## src/rtl/btn_conditioner_if.sv

```systemverilog
// Raw button levels in, conditioned FSM inputs out.
// Shared by the conditioner (slave) and whatever drives the buttons (master).
interface btn_conditioner_if;
   logic a_raw;
   logic b_raw;
   logic A;
   logic B;

   modport master (
      output a_raw,
      output b_raw,
      input  A,
      input  B
   );

   modport slave (
      input  a_raw,
      input  b_raw,
      output A,
      output B
   );
endinterface

```

## src/rtl/btn_conditioner.sv

```systemverilog
// Two-channel synchroniser + debouncer feeding the lab FSM inputs A/B.
// Define BTN_PULSE_EN for one-cycle press pulses; otherwise outputs are levels.
module btn_conditioner #(
   parameter int DEB_CYCLES = 4,
   parameter int CNT_W      = 8
) (
   input  logic         clck,
   input  logic         rst,
   btn_conditioner_if.slave io
);

   localparam logic [CNT_W-1:0] CNT_MAX = CNT_W'(DEB_CYCLES - 1);

   logic [1:0]       raw;
   logic [1:0]       s1_q, s1_d;
   logic [1:0]       s2_q, s2_d;
   logic [1:0]       stable_q, stable_d;
   logic [1:0]       out_q, out_d;
   logic [1:0]       accept;
   logic [CNT_W-1:0] cnt_q [2];
   logic [CNT_W-1:0] cnt_d [2];

   assign raw = {io.b_raw, io.a_raw};

   always_comb begin
      s1_d     = raw;
      s2_d     = s1_q;
      stable_d = stable_q;
      accept   = '0;
      out_d    = '0;
      for (int i = 0; i < 2; i++) begin
         cnt_d[i] = '0;
         if (s2_q[i] != stable_q[i]) begin
            if (cnt_q[i] == CNT_MAX) begin
               accept[i]   = 1'b1;
               stable_d[i] = s2_q[i];
            end else begin
               cnt_d[i] = cnt_q[i] + 1'b1;
            end
         end
`ifdef BTN_PULSE_EN
         out_d[i] = accept[i] & s2_q[i];
`else
         out_d[i] = stable_d[i];
`endif
      end
   end

   always_ff @(posedge clck) begin
      if (rst) begin
         s1_q     <= '0;
         s2_q     <= '0;
         stable_q <= '0;
         out_q    <= '0;
         cnt_q    <= '{default: '0};
      end else begin
         s1_q     <= s1_d;
         s2_q     <= s2_d;
         stable_q <= stable_d;
         out_q    <= out_d;
         cnt_q    <= cnt_d;
      end
   end

   assign io.A = out_q[0];
   assign io.B = out_q[1];

endmodule
```

## src/flat_wrapper.sv

```systemverilog
// flat-port wrapper written by rule: the top's interface ports become plain ports
module btn_conditioner_flat 
#(
   parameter int DEB_CYCLES = 4,
   parameter int CNT_W      = 8
)
  (clck, rst, io_a_raw, io_b_raw, io_A, io_B);
  btn_conditioner_if io_i ();
  input  logic clck;
  input  logic rst;
  input wire logic [$bits(io_i.a_raw)-1:0] io_a_raw;
  input wire logic [$bits(io_i.b_raw)-1:0] io_b_raw;
  output wire logic [$bits(io_i.A)-1:0] io_A;
  output wire logic [$bits(io_i.B)-1:0] io_B;
  assign io_i.a_raw = io_a_raw;
  assign io_i.b_raw = io_b_raw;
  assign io_A = io_i.A;
  assign io_B = io_i.B;
  btn_conditioner #(.DEB_CYCLES(DEB_CYCLES), .CNT_W(CNT_W)) u_core (.clck(clck), .rst(rst), .io(io_i));
endmodule
```

## config.mk

```make
export PLATFORM = sky130hd
export DESIGN_NAME = btn_conditioner_flat
export DESIGN_NICKNAME = d
export VERILOG_FILES = /design/src/rtl/btn_conditioner_if.sv /design/src/rtl/btn_conditioner.sv /design/src/flat_wrapper.sv
export SDC_FILE = /design/constraint.sdc
export NUM_CORES = 1
export LEC_CHECK = 0
export CORE_MARGIN = 4
export CORE_UTILIZATION = 35
export CTS_CLUSTER_SIZE = 40
export DETAILED_ROUTE_END_ITERATION = 8
export DONT_BUFFER_PORTS = 1
export SYNTH_ARGS = -nofsm -noshare
export SYNTH_HDL_FRONTEND = slang
export SYNTH_SLANG_ARGS = --single-unit
```

## constraint.sdc

```tcl
create_clock -name clck -period 3.4 [get_ports clck]
set_clock_uncertainty 0.15 [all_clocks]
set_input_delay 0.51 -clock clck [delete_from_list [all_inputs] [get_ports clck]]
set_output_delay 0.51 -clock clck [all_outputs]
set_load 0.1 [all_outputs]
```

* Word level (Yosys, flattened, before mapping)
Index checks and enable logic that the tools add are counted.
Widths: inputs -> output; s select.
** Storage, ports and cells
- Register bits :: 22
- Bits in latches :: 0
- RAM bits :: 0
- Bits in read-only memories :: 0
- Word-level logic and storage cells :: 18
- Memories kept :: 0
** Operators by class
- $add $sub $neg :: 2
- Multiply operators :: 0
- Divide/modulo/power cells :: 0
- $lt $le $gt $ge :: 0
- Equal/unequal tests :: 4
- Shift operators :: 0
- Mux-type cells :: 0
- Bitwise logic cells :: 2
- Reduce and logical (&&, ||, !) cells :: 4
** Operator list (count)
- $add 8x1->8 const B :: 2
- $eq 8x2->1 const B :: 2
- $reduce_or 3->1 :: 2
- $reduce_and 2->1 :: 2
- $ne 1x1->1 :: 2
- $not 1->1 :: 2

* Logic depth before layout (Yosys ltp)
- Depth after elaboration :: 3
- Mapped depth :: 4
- Gate-level depth less buffers :: 4

* Worst setup path before layout
OpenSTA, ideal clock, no wires.
- Path kind :: register -> register
- Start point :: reg u_core.stable_q[1]
- End point :: reg u_core.cnt_q[5] (netlist bit)
- Library setup time :: 0.070 ns
- Arrival :: 1.647 ns
- Data required time :: 3.180 ns
- Setup slack :: 1.532 ns
- Stages on the path, launching flop included :: 4
- Buffers on the path :: 0
- Period minus slack after synthesis :: 1.868 ns
- Cell sequence :: dfxtp_1 -> xnor2_1 -> a311o_1 -> a21oi_1
** Between the ends
- Cells in the longest elaborated chain, start to end :: 3
** RTL lines
- start, declared :: RTL line btn_conditioner.sv:17 : logic [1:0] stable_q, stable_d;
- start signal, assigned :: RTL line btn_conditioner.sv:59 : stable_q <= stable_d;
- $ne 1x1->1 :: RTL line btn_conditioner.sv:33 : if (s2_q[i] != stable_q[i]) begin
- $not 1->1 (no line)
- $reduce_or 3->1 (no line)
- end signal, assigned :: RTL line btn_conditioner.sv:61 : cnt_q <= cnt_d;
- end, declared :: RTL line btn_conditioner.sv:20 : logic [CNT_W-1:0] cnt_q [2];
No other way between the ends.
A chain may end at the register's enable or synchronous reset.

==> flow_summary.toml <==
[status]
outcome = "finished, final reports clean"

[floorplan]
start_util_pct = 38.02
core_area_um2 = 2297
die_w_um = 57.95
die-area_um2 = 3358
row_count = 17
ios = 6
die_h_um = 57.95

[synth]
yosysUniqueCellTypes = 18
async_flop_share_pct = 0
synth_common_cells = "dfxtp_1 (22), nor2_1 (11), a21oi_1 (8), or3_1 (8), o21ai_0 (7)"
syn_area_per_cell_um2 = 9.291
synth_top_flop_cell = "dfxtp_1"
yosysTopAreaCell = "dfxtp_1"
synth_edf_count = 0
synthesis.area_um2 = 873.3
synth_seq_cells = 22
synth_nets = 101
synth_area_leaders = "dfxtp_1 (50%), or3_1 (5.7%), xor2_1 (5.0%), nor2_1 (4.7%), a21oi_1 (4.6%)"
syn_inst = 94
ys_warn_count = 0
synth_top_area_share_pct = 50.43
yosysSeqAreaShare_pct = 50.43
synth.most_common_cell = "dfxtp_1"

[placement]
port_buffers = 0
dp_slack_ps = 1600
gp_congestion = 0.7633
dp_hpwl_um = 1007

[sta]
slew_violations = 0
tightest_slew_ps = 997.9
setup_tns_ps = 0
rsz0062_at_grt = "no"
finalSetupViolations = 0
hold_viol = 0
min_period_over_period_pct = 57.88
setup_slack_ps = 1432
min_period_ps = 1968
max_freq_mhz = 508.2
relSlewSlack_pct = 33.38

[setup_path]
endpoint = "io_A"
endpoint_kind = "output port"
arrival_ps = 1310
ff2ff_setup_slack_ps = 1570
crit_cells = 0
rr_endpoint = "u_core.cnt_q[14]$_SDFF_PP0_"
start_kind = "register"
critPathKind = "reg2out"
critPathMaxFanout = 3
worstPathRequired_ps = 2740
reg2reg_from = "u_core.stable_q[0]$_SDFFE_PP0P_"
reg2reg_depth = 3
cp-startpoint = "u_core.stable_q[0]$_SDFFE_PP0P_"

[cts]
clock_path_buffers = 2
cts_buffers = 3
cts_tree = "built"
clock-sinks = 22
ctsRootBufferMaster = "clkbuf_4"
path_clk_slew_ps = 110
ctsResizeCount = 0
hold_buffers = 0
postCtsSetupBuffers = 0
clk_latency_ps = 300
htree_levels = 1

[layout]
drive_above_1_share_pct = 8.081
antenna_cells = 0
fillCellCount = 226
area_growth_pct = 9.026
nets = 107

[run]
max_cap_violations = 0

[routing]
ant_nets = 0
drt-vias-per-instance = 4.890
post_drt_wl_per_cell_um = 10.65
drc = 0
drt_iter0_markers = 16
vias = 621
drt_wl_total_um = 1352
drt-pass1-iter-count = 4

[power]
vdd_drop_max_uv = 246.9
power_density_nw_per_um2 = 430.1
p_leak_nw = 0.3210

[global_route]
grtUsageTotal_pct = 9.771
grt_max_degree = 13
grt_pass1_vias = 613
antenna_found_initial = 0
grt.overflow.total = 0
grt_pass1_wl_um = 2477

[hold_path]
hp-class = "in2reg"
==> cell usage in the layout (no fill, tap or decap), drive strengths merged <==
cell type / n
nor2: 11
o21ai: 7
a31o: 1
dfxtp: 22
nand4: 3
xor2: 5
buf: 1
nand3: 6
xnor2: 3
nor4: 1
a311o: 1
ha: 3
or4b: 1
nor2b: 4
a21oi: 8
nand2: 4
clkbuf: 4
or3: 8
inv: 5
o211ai: 1
==> cell families after synthesis <==
group                    share of synthesized area [%]
AND/OR/NAND/NOR                                  22.92
flip-flops                                       50.43
AO/OA/AOI/OAI                                    12.18
buffers and inverters                            2.149
XOR/XNOR                                         8.023
adder cells (fa/ha/maj)                          4.298
==> area by class of cell <==
class / instances / area (um^2) / share of cell area, %
tap: 28 / 35.03 / 3.679
sequential: 22 / 440.4 / 46.25
inverter: 5 / 18.77 / 1.971
timing repair buffer: 1 / 7.507 / 0.7884
clock buffer: 4 / 36.28 / 3.811
multi-input combinational: 67 / 414.1 / 43.50
==> metal layers <==
layer | up-vias | share of wire (%) | GRT usage, %
met1 | 271 | 50 | 10.72
li1 | 336 | - | -
met3 | 5 | 5.3 | 3.341
met2 | 9 | 41 | 15.65
met5 | - | 0 | 0
met4 | 0 | 3.5 | 6.954
==> metrics by stage <==
| step | std cells | power, W | util [%] | cell area, um^2 | hold slack (ps) |
|---|---|---|---|---|---|
| 2_1_floorplan | 94 | 0.0002724 | - | 873.3 | 263.8 |
| 3_3_place_gp | 123 | 0.0002735 | 39.87 | 915.9 | 278.1 |
| 3_5_place_dp | 123 | 0.0002737 | 39.87 | 915.9 | 292.0 |
| 4_1_cts | 127 | 0.0004172 | 41.45 | 952.2 | 89.81 |
| 5_1_grt | 127 | 0.0004256 | 41.45 | 952.2 | 79.89 |
| 6_report | 127 | 0.0004095 | 41.45 | 952.2 | 105.5 |
==> power breakdown <==
group / switching (W) / internal, W / total [W] / leakage (nW)
clock network: 0.0000763 / 0.0000654 / 0.000142 / 0.0210
registers: 0.00000152 / 0.000261 / 0.000262 / 0.178
logic: 0.00000297 / 0.00000273 / 0.00000570 / 0.122
total: 0.0000808 / 0.000329 / 0.000410 / 0.321
==> worst min-delay path by stage <==
stage,to,cells after the start,slack (ps),start
after floorplan,u_core.s2_q[0]$_SDFF_PP0_,1,260,u_core.s1_q[0]$_SDFF_PP0_
after global placement,u_core.s2_q[0]$_SDFF_PP0_,1,280,u_core.s1_q[0]$_SDFF_PP0_
after detailed placement,u_core.s2_q[1]$_SDFF_PP0_,1,290,u_core.s1_q[1]$_SDFF_PP0_
after CTS,u_core.stable_q[0]$_SDFFE_PP0P_,1,90,rst
after global routing,u_core.stable_q[0]$_SDFFE_PP0P_,1,80,rst
final,u_core.stable_q[0]$_SDFFE_PP0P_,1,110,rst
==> state kept, by name (all words and copies together), names as in the netlist <==
| register | cells |
|---|---|
| u_core.stable_q | 2 |
| u_core.cnt_q | 16 |
| u_core.s2_q | 2 |
| u_core.s1_q | 2 |
(Power assumes the default switching activity.)
